$ cat src/rtl/xcom_pkg.sv
// Shared constants, header layout and FSM state type for the XCOM link command responder.
package xcom_pkg;

    localparam logic [3:0] OP_NOP  = 4'h0;
    localparam logic [3:0] OP_PING = 4'hF;

    localparam int unsigned HDR_RESP_BIT = 4;
    localparam logic [1:0]  LEN_32       = 2'b11;

    typedef enum logic {
        IDLE,
        SEND
    } resp_st_t;

    // Response header: [7] start, [6:5] length code, [4] response flag, [3:0] opcode answered.
    function automatic logic [7:0] resp_header(input logic [3:0] op);
        logic [7:0] hdr;
        hdr               = 8'h80;
        hdr[6:5]          = LEN_32;
        hdr[HDR_RESP_BIT] = 1'b1;
        hdr[3:0]          = op;
        return hdr;
    endfunction

endpackage

$ cat src/rtl/xcom_resp_fifo.sv
// Synchronous command FIFO; a push while full is still accepted when a pop happens in the
// same cycle.
module xcom_resp_fifo #(
    parameter int unsigned AW = 2,
    parameter int unsigned W  = 36
) (
    input  logic         clk_i,
    input  logic         rst_i,
    input  logic         push_i,
    input  logic [W-1:0] wdata_i,
    input  logic         pop_i,
    output logic [W-1:0] rdata_o,
    output logic         full_o,
    output logic         empty_o,
    output logic         push_ok_o
);

    localparam int unsigned  Depth    = 1 << AW;
    localparam logic [AW:0]  CntOne   = (AW + 1)'(1);
    localparam logic [AW:0]  CntFull  = (AW + 1)'(Depth);
    localparam logic [AW-1:0] PtrOne  = AW'(1);

    logic [W-1:0]  mem_q [Depth];
    logic [W-1:0]  mem_d [Depth];
    logic [AW-1:0] wptr_q, wptr_d, rptr_q, rptr_d;
    logic [AW:0]   cnt_q, cnt_d;
    logic          do_push, do_pop;

    assign empty_o   = (cnt_q == '0);
    assign full_o    = (cnt_q == CntFull);
    assign do_pop    = pop_i && !empty_o;
    assign do_push   = push_i && (!full_o || do_pop);
    assign push_ok_o = do_push;
    assign rdata_o   = mem_q[rptr_q];

    always_comb begin
        mem_d  = mem_q;
        wptr_d = wptr_q;
        rptr_d = rptr_q;
        cnt_d  = cnt_q;
        if (do_push) begin
            mem_d[wptr_q] = wdata_i;
            wptr_d        = wptr_q + PtrOne;
        end
        if (do_pop) begin
            rptr_d = rptr_q + PtrOne;
        end
        unique case ({do_push, do_pop})
            2'b10:   cnt_d = cnt_q + CntOne;
            2'b01:   cnt_d = cnt_q - CntOne;
            default: cnt_d = cnt_q;
        endcase
    end

    always_ff @(posedge clk_i) begin
        if (rst_i) begin
            wptr_q <= '0;
            rptr_q <= '0;
            cnt_q  <= '0;
        end else begin
            wptr_q <= wptr_d;
            rptr_q <= rptr_d;
            cnt_q  <= cnt_d;
        end
    end

    always_ff @(posedge clk_i) begin
        mem_q <= mem_d;
    end

endmodule

$ cat src/rtl/xcom_link_resp.sv
// XCOM link command responder: buffers received packets, strobes core commands and answers
// PING. Defining XCOM_RESP_ACK_EN makes every core command produce a response as well.
module xcom_link_resp
    import xcom_pkg::*;
#(
    parameter int unsigned FIFO_AW = 2
) (
    input  logic        x_clk_i,
    input  logic        x_rst_i,
    input  logic [3:0]  xcom_id_i,
    input  logic        clr_i,
    input  logic        rx_vld_i,
    input  logic [3:0]  rx_cmd_i,
    input  logic [31:0] rx_data_i,
    output logic        cmd_vld_o,
    output logic [3:0]  cmd_op_o,
    output logic [31:0] cmd_dt_o,
    output logic        tx_vld_o,
    input  logic        tx_rdy_i,
    output logic [7:0]  tx_header_o,
    output logic [31:0] tx_data_o,
    output logic [15:0] rx_cnt_o,
    output logic        ovf_o
);

`ifdef XCOM_RESP_ACK_EN
    localparam bit AckEn = 1'b1;
`else
    localparam bit AckEn = 1'b0;
`endif

    // Input stage register gives the two-cycle rx-to-output latency.
    logic        in_vld_q;
    logic [3:0]  in_cmd_q;
    logic [31:0] in_data_q;

    logic [35:0] head;
    logic [3:0]  head_op;
    logic [31:0] head_dt;
    logic        pop, full, empty, push_ok, is_cmd, need_resp;

    resp_st_t    state_q, state_d;
    logic        cmd_vld_q, cmd_vld_d;
    logic [3:0]  cmd_op_q, cmd_op_d;
    logic [31:0] cmd_dt_q, cmd_dt_d;
    logic [7:0]  tx_hdr_q, tx_hdr_d;
    logic [31:0] tx_data_q, tx_data_d;
    logic [15:0] rx_cnt_q, rx_cnt_d;
    logic        ovf_q, ovf_d;

    xcom_resp_fifo #(
        .AW (FIFO_AW),
        .W  (36)
    ) u_fifo (
        .clk_i     (x_clk_i),
        .rst_i     (x_rst_i),
        .push_i    (in_vld_q),
        .wdata_i   ({in_cmd_q, in_data_q}),
        .pop_i     (pop),
        .rdata_o   (head),
        .full_o    (full),
        .empty_o   (empty),
        .push_ok_o (push_ok)
    );

    assign head_op   = head[35:32];
    assign head_dt   = head[31:0];
    assign is_cmd    = (head_op != OP_NOP) && (head_op != OP_PING);
    assign need_resp = (head_op == OP_PING) || (AckEn && is_cmd);

    always_comb begin
        state_d   = state_q;
        cmd_vld_d = 1'b0;
        cmd_op_d  = cmd_op_q;
        cmd_dt_d  = cmd_dt_q;
        tx_hdr_d  = tx_hdr_q;
        tx_data_d = tx_data_q;
        pop       = 1'b0;

        unique case (state_q)
            IDLE: pop = !empty;
            SEND: begin
                pop = tx_rdy_i && !empty;
                if (tx_rdy_i) begin
                    state_d = IDLE;
                end
            end
            default: state_d = IDLE;
        endcase

        if (pop) begin
            if (is_cmd) begin
                cmd_vld_d = 1'b1;
                cmd_op_d  = head_op;
                cmd_dt_d  = head_dt;
            end
            if (need_resp) begin
                tx_hdr_d  = resp_header(head_op);
                tx_data_d = {xcom_id_i, 4'h0, rx_cnt_q[7:0], head_dt[15:0]};
                state_d   = SEND;
            end
        end

        // A push coinciding with clr_i leaves the counter at one.
        rx_cnt_d = clr_i ? 16'd0 : rx_cnt_q;
        if (push_ok) begin
            rx_cnt_d = rx_cnt_d + 16'd1;
        end
        ovf_d = (ovf_q && !clr_i) || (in_vld_q && !push_ok);
    end

    always_ff @(posedge x_clk_i) begin
        if (x_rst_i) begin
            in_vld_q  <= 1'b0;
            in_cmd_q  <= 4'h0;
            in_data_q <= 32'h0;
            state_q   <= IDLE;
            cmd_vld_q <= 1'b0;
            cmd_op_q  <= 4'h0;
            cmd_dt_q  <= 32'h0;
            tx_hdr_q  <= 8'h0;
            tx_data_q <= 32'h0;
            rx_cnt_q  <= 16'h0;
            ovf_q     <= 1'b0;
        end else begin
            in_vld_q  <= rx_vld_i;
            in_cmd_q  <= rx_cmd_i;
            in_data_q <= rx_data_i;
            state_q   <= state_d;
            cmd_vld_q <= cmd_vld_d;
            cmd_op_q  <= cmd_op_d;
            cmd_dt_q  <= cmd_dt_d;
            tx_hdr_q  <= tx_hdr_d;
            tx_data_q <= tx_data_d;
            rx_cnt_q  <= rx_cnt_d;
            ovf_q     <= ovf_d;
        end
    end

    assign cmd_vld_o   = cmd_vld_q;
    assign cmd_op_o    = cmd_op_q;
    assign cmd_dt_o    = cmd_dt_q;
    assign tx_vld_o    = (state_q == SEND);
    assign tx_header_o = tx_hdr_q;
    assign tx_data_o   = tx_data_q;
    assign rx_cnt_o    = rx_cnt_q;
    assign ovf_o       = ovf_q;

endmodule

$ cat config.mk
export PLATFORM = sky130hd
export DESIGN_NAME = xcom_link_resp
export DESIGN_NICKNAME = d
export VERILOG_FILES = /design/src/rtl/xcom_pkg.sv /design/src/rtl/xcom_resp_fifo.sv /design/src/rtl/xcom_link_resp.sv
export SDC_FILE = /design/constraint.sdc
export NUM_CORES = 1
export LEC_CHECK = 0
export ABC_AREA = 0
export BUFFER_PORTS_ARGS = -buffer_cell sky130_fd_sc_hd__buf_2
export CORE_MARGIN = 2
export CORE_UTILIZATION = 64
export CTS_BUF_LIST = sky130_fd_sc_hd__clkbuf_4 sky130_fd_sc_hd__clkbuf_8
export DETAILED_ROUTE_END_ITERATION = 8
export PLACE_DENSITY = 0.88
export SYNTH_ARGS = -nofsm -noshare
export SYNTH_HDL_FRONTEND = slang
export SYNTH_HIERARCHICAL = 1
export SYNTH_SLANG_ARGS = --single-unit
export TNS_END_PERCENT = 30
$ cat constraint.sdc
create_clock -name x_clk_i -period 6.05 [get_ports x_clk_i]
set_input_delay 0.605 -clock x_clk_i [delete_from_list [all_inputs] [get_ports x_clk_i]]
set_output_delay 0.605 -clock x_clk_i [all_outputs]
set_load 0.1 [all_outputs]
==> report_table.html <==
<table>
<tr><th>Metric</th><th>Value</th></tr>
<tr><th colspan="2">STA</th></tr>
<tr><td>Unrepaired setup endpoints after global routing</td><td>false</td></tr>
<tr><td>Final total negative setup slack</td><td>0 ns</td></tr>
<tr><td>Achievable clock frequency</td><td>316 MHz</td></tr>
<tr><td>Total count of max-transition violations in the final report</td><td>0</td></tr>
<tr><td>Max-slew headroom at the worst pin</td><td>a little under a third</td></tr>
<tr><td>Part of the cycle the worst path needs</td><td>between 50% and 60%</td></tr>
<tr><td>Count of endpoints failing hold in the final timing report</td><td>0</td></tr>
<tr><td>Minimum period implied by the final worst setup slack</td><td>approximately 3.2 ns</td></tr>
<tr><td>Max Clock Skew</td><td>0.0170 ns</td></tr>
<tr><td>Actual transition at the worst max-transition pin</td><td>~1.0 ns</td></tr>
<tr><td>Worst Hold Margin</td><td>between 0.2 and 0.3 ns</td></tr>
<tr><td>Number of setup violations in the final report</td><td>0</td></tr>
<tr><th colspan="2">GRT</th></tr>
<tr><td>Global-route wire length before repair</td><td>~29000 um</td></tr>
<tr><td>Overall global routing resource usage</td><td>a little under a quarter</td></tr>
<tr><td>Antenna violations before repair</td><td>0</td></tr>
<tr><td>Number of global-route vias before repair</td><td>~5800</td></tr>
<tr><td>Residual overflow from global routing</td><td>0</td></tr>
<tr><td>Largest net degree at the start of global routing</td><td>84</td></tr>
<tr><th colspan="2">Routing</th></tr>
<tr><td>Routed wirelength normalized by instance count</td><td>around 17 um</td></tr>
<tr><td>Final antenna-violating net count</td><td>0</td></tr>
<tr><td>Count of vias placed by the detailed router</td><td>between 5000 and 6000</td></tr>
<tr><td>Pre-Repair DR Iteration Count</td><td>5</td></tr>
<tr><td>Total wire length</td><td>approximately 19000 um</td></tr>
<tr><td>Remaining DRCs</td><td>0</td></tr>
<tr><td>Detailed Route Iter0 Violations</td><td>between 300 and 400</td></tr>
<tr><td>DR vias/cell</td><td>5.38</td></tr>
<tr><th colspan="2">Hold path</th></tr>
<tr><td>Class of the tightest hold or removal check</td><td>input port to register</td></tr>
<tr><td>Start point of the worst min-delay path</td><td>rx_cmd_i[1]</td></tr>
<tr><th colspan="2">Yosys</th></tr>
<tr><td>Number of register bits inferred by synthesis</td><td>276</td></tr>
<tr><td>Post-Synth Simple-Gate Area</td><td>between 10% and 20%</td></tr>
<tr><td>Post-synthesis compound-gate area fraction</td><td>under 10%</td></tr>
<tr><td>Cell area after technology mapping</td><td>10000 um^2</td></tr>
<tr><td>Number of synthesized flops with an enable pin</td><td>144</td></tr>
<tr><td>Fraction of registers with async set or reset after synthesis</td><td>0%</td></tr>
<tr><td>Flip-flop cell with the highest count after synthesis</td><td>sky130_fd_sc_hd__edfxtp_1</td></tr>
<tr><td>Adder-cell area share of the yosys netlist</td><td>0.950%</td></tr>
<tr><td>Fraction of synthesized area in multiplexers</td><td>8.45%</td></tr>
<tr><td>Ys Warns</td><td>6</td></tr>
<tr><td>Distinct cell type count after synthesis</td><td>48</td></tr>
<tr><td>Largest family of logic cells by synthesized area</td><td>simple AND/OR/NAND/NOR gates</td></tr>
<tr><td>Post-Syn Area per Cell</td><td>13.8 um^2</td></tr>
<tr><td>Gate count after technology mapping</td><td>726</td></tr>
<tr><td>Portion of the post-synthesis area used by sequential elements</td><td>69.6%</td></tr>
<tr><td>Parity-gate share of the synthesized area counting xor and xnor cells</td><td>between 1 and 1.5%</td></tr>
<tr><th colspan="2">Clock tree</th></tr>
<tr><td>Maximum count of clock buffers along a single path</td><td>3</td></tr>
<tr><td>CTS tree</td><td>yes</td></tr>
<tr><td>Clock sink count</td><td>between 200 and 300</td></tr>
<tr><td>Post-CTS Setup Bufs</td><td>0</td></tr>
<tr><td>Hold bufs inserted after CTS</td><td>0</td></tr>
<tr><td>Number of buffers created by CTS</td><td>41</td></tr>
<tr><td>Source-to-sink clock delay at the later pin of the worst-skew pair</td><td>around 0.52 ns</td></tr>
<tr><td>Root buffer cell</td><td>sky130_fd_sc_hd__clkbuf_8</td></tr>
<tr><td># resized after CTS</td><td>0</td></tr>
<tr><td>H-tree lvl count</td><td>2</td></tr>
<tr><td>Clock slew at reported path FFs</td><td>0.06 ns</td></tr>
<tr><th colspan="2">Critical path</th></tr>
<tr><td>Arrival time of data at the critical path endpoint</td><td>roughly 3.5 ns</td></tr>
<tr><td>Count of buffer and inverter cells on the critical path</td><td>1</td></tr>
<tr><td>Beginning of the worst register-to-register path</td><td>u_fifo/rptr_q[1]</td></tr>
<tr><td>Category of the worst setup path launch point</td><td>register</td></tr>
<tr><td>Classification of the worst setup path</td><td>register to register</td></tr>
<tr><td>Crit-path slowest cell</td><td>sky130_fd_sc_hd__dfxtp_2</td></tr>
<tr><td>Crit path max fanout</td><td>38</td></tr>
<tr><td>Chain of cells forming the critical path</td><td>mux4_1 -&gt; or4_1 -&gt; and4_1 -&gt; buf_4 -&gt; nand2_1 -&gt; a21oi_1</td></tr>
<tr><td>Startpoint of the most critical setup path</td><td>u_fifo/rptr_q[1]</td></tr>
<tr><td>Critical path's largest stage delay</td><td>~1.0 ns</td></tr>
<tr><td>Cell class contributing the biggest share of worst-path delay</td><td>simple AND/OR/NAND/NOR gates</td></tr>
<tr><td>Endpoint kind of the worst setup timing path</td><td>register</td></tr>
<tr><td>Required time of the critical path</td><td>6.40 ns</td></tr>
<tr><th colspan="2">Cells and area</th></tr>
<tr><td>Area of combinational cells with multiple inputs</td><td>approximately 2700 um^2</td></tr>
<tr><td>Most frequent standard cell in the layout excluding fill and tap cells</td><td>sky130_fd_sc_hd__edfxtp_1</td></tr>
<tr><td>Most frequent cells in the layout</td><td>144 x sky130_fd_sc_hd__edfxtp_1, 134 x sky130_fd_sc_hd__buf_2, 130 x sky130_fd_sc_hd__dfxtp_1, 129 x sky130_fd_sc_hd__nand2_1, 72 x sky130_fd_sc_hd__a21oi_1</td></tr>
<tr><td>Filler instances</td><td>~920</td></tr>
<tr><td>Register area</td><td>about 7000 um^2</td></tr>
<tr><td>Number of nets in the finished design</td><td>between 900 and 1000</td></tr>
<tr><td>Share of post-route cells with drive strength above 1</td><td>between 20 and 30%</td></tr>
<tr><td>Inserted Diodes</td><td>0</td></tr>
<tr><td>Layout Area Growth over Synthesis</td><td>15.1%</td></tr>
<tr><th colspan="2">Die</th></tr>
<tr><td>Count of boundary I/O pins</td><td>140</td></tr>
<tr><td>Die Width</td><td>129 um</td></tr>
<tr><td>Area of the die</td><td>16700 um^2</td></tr>
<tr><td>Die height</td><td>129 um</td></tr>
<tr><td>Initial Utilization</td><td>around two thirds</td></tr>
<tr><td>Placeable core area</td><td>15300 um^2</td></tr>
<tr><td>Row Count</td><td>45</td></tr>
<tr><th colspan="2">Flow run</th></tr>
<tr><td>Max Cap Violations</td><td>0</td></tr>
<tr><th colspan="2">Pwr</th></tr>
<tr><td>Leakage power of the design</td><td>4.29 nW</td></tr>
<tr><td>Power density of the placed cells</td><td>around 430 nW/um^2</td></tr>
<tr><td>VDD IR max</td><td>0.385 mV</td></tr>
<tr><th colspan="2">Place</th></tr>
<tr><td>I/O Buffers</td><td>roughly 140</td></tr>
<tr><td>Placer's final routability congestion estimate</td><td>between 0.7 and 0.8</td></tr>
<tr><td>DP HPWL</td><td>around 12000 um</td></tr>
<tr><th colspan="2">Outcome</th></tr>
<tr><td>Run status</td><td>finished, final reports clean</td></tr>
</table>
## sequential cells by signal, indices dropped and copies added, names as in the netlist
name           count
cmd_dt_o          32
cmd_op_o           4
cmd_vld_o          1
in_cmd_q           4
in_data_q         32
in_vld_q           1
ovf_o              1
rx_cnt_o          16
tx_data_o         28
tx_header_o        5
tx_vld_o           1
u_fifo/cnt_q       3
u_fifo/mem_q     144
u_fifo/rptr_q      2
u_fifo/wptr_q      2
## worst reg2reg max path: cells and delay by family (launching register included)
kind	cells	cell delay [ns]
AND/OR/NAND/NOR	3	1.14
flip-flops	1	1.01
buffers and inverters	1	0.32
AO/OA/AOI/OAI	1	0.07
multiplexers	1	0.47
## per-layer routing
metal  track usage (%)  vias up  wire length (um)
li1                  -     2841                 -
met1              27.9     2872              7550
met2              40.5      216              9740
met3              5.12       16              1280
met4              6.65        0               214
met5                 0        -                 0
## path summary, 6_finish.rpt
path | to | slack [ns] | cells past startpoint
worst max-delay path | cmd_dt_o[18] | 2.89 | 6
worst max register to register | cmd_dt_o[18] | 2.89 | 6
worst min register to register | tx_data_o[13] | 0.45 | 2
worst min-delay path | in_cmd_q[1] | 0.29 | 2
## cell type report
type / count / area share (%)
flip-flops and latches: 276 / 60.5
multi-input cells: 397 / 23.8
clock buffers: 66 / 6.64
repair buffers: 140 / 6.22
well taps: 211 / 2.29
inverters: 11 / 0.359
clock inverters: 5 / 0.185
## cells in the mapped netlist (2+ instances only)
cell                       number  share of area, %
sky130_fd_sc_hd__xor2_1         5              0.44
sky130_fd_sc_hd__buf_6          6              0.68
sky130_fd_sc_hd__or3_1          7              0.44
sky130_fd_sc_hd__nand2b_1       7              0.44
sky130_fd_sc_hd__buf_2          9              0.45
sky130_fd_sc_hd__ha_1           6              0.75
sky130_fd_sc_hd__mux4_2        35               7.9
sky130_fd_sc_hd__buf_4         11              0.83
sky130_fd_sc_hd__nand2_1      129               4.8
sky130_fd_sc_hd__nor4_1         3              0.19
sky130_fd_sc_hd__nor3_1         4              0.20
sky130_fd_sc_hd__dfxtp_1      132                26
sky130_fd_sc_hd__and2_1         4              0.25
sky130_fd_sc_hd__a22oi_1        2              0.15
sky130_fd_sc_hd__nand4_1        5              0.31
sky130_fd_sc_hd__nand3_1        3              0.15
sky130_fd_sc_hd__and4_1         3              0.26
sky130_fd_sc_hd__nor2_1        31               1.2
sky130_fd_sc_hd__a21oi_1       72               3.6
sky130_fd_sc_hd__mux2i_1        2              0.20
sky130_fd_sc_hd__nor2b_1       41               2.6
sky130_fd_sc_hd__or3_4          2              0.23
sky130_fd_sc_hd__edfxtp_1     144                43
sky130_fd_sc_hd__xnor2_1        7              0.61
sky130_fd_sc_hd__inv_1         11              0.41
sky130_fd_sc_hd__clkbuf_1      17              0.64
sky130_fd_sc_hd__o21ai_0        7              0.35
## cell families after synthesis
logic type | after synthesis
AOI/OAI and AO/OA | 85
xor gates and xnor gates | 12
adders and majority gates | 7
buffers and inverters | 56
DFF | 276
muxes | 39
other | 1
and+or+nand+nor | 250
## report_power, final
part           switching (mW)  leakage, nW  internal, mW  total (mW)
clock network           0.635        0.428         0.795        1.43
registers              0.0971         2.41          2.10        2.20
logic                    1.01         1.45         0.275        1.29
total                    1.74         4.29          3.17        4.92
## per-stage QoR
stage                     power (mW)  cells  setup WS (ns)  util (%)  area [um^2]
after floorplan                 3.34    729           3.21         -        10000
after global placement          3.49   1035           2.99      70.3        10700
after detailed placement        3.53   1035           2.87      70.3        10700
after CTS                       4.95   1106           2.85      75.5        11500
after global routing            5.11   1106           2.62      75.5        11500
final                           4.92   1106           2.89      75.5        11500
(Power assumes the default switching activity.)
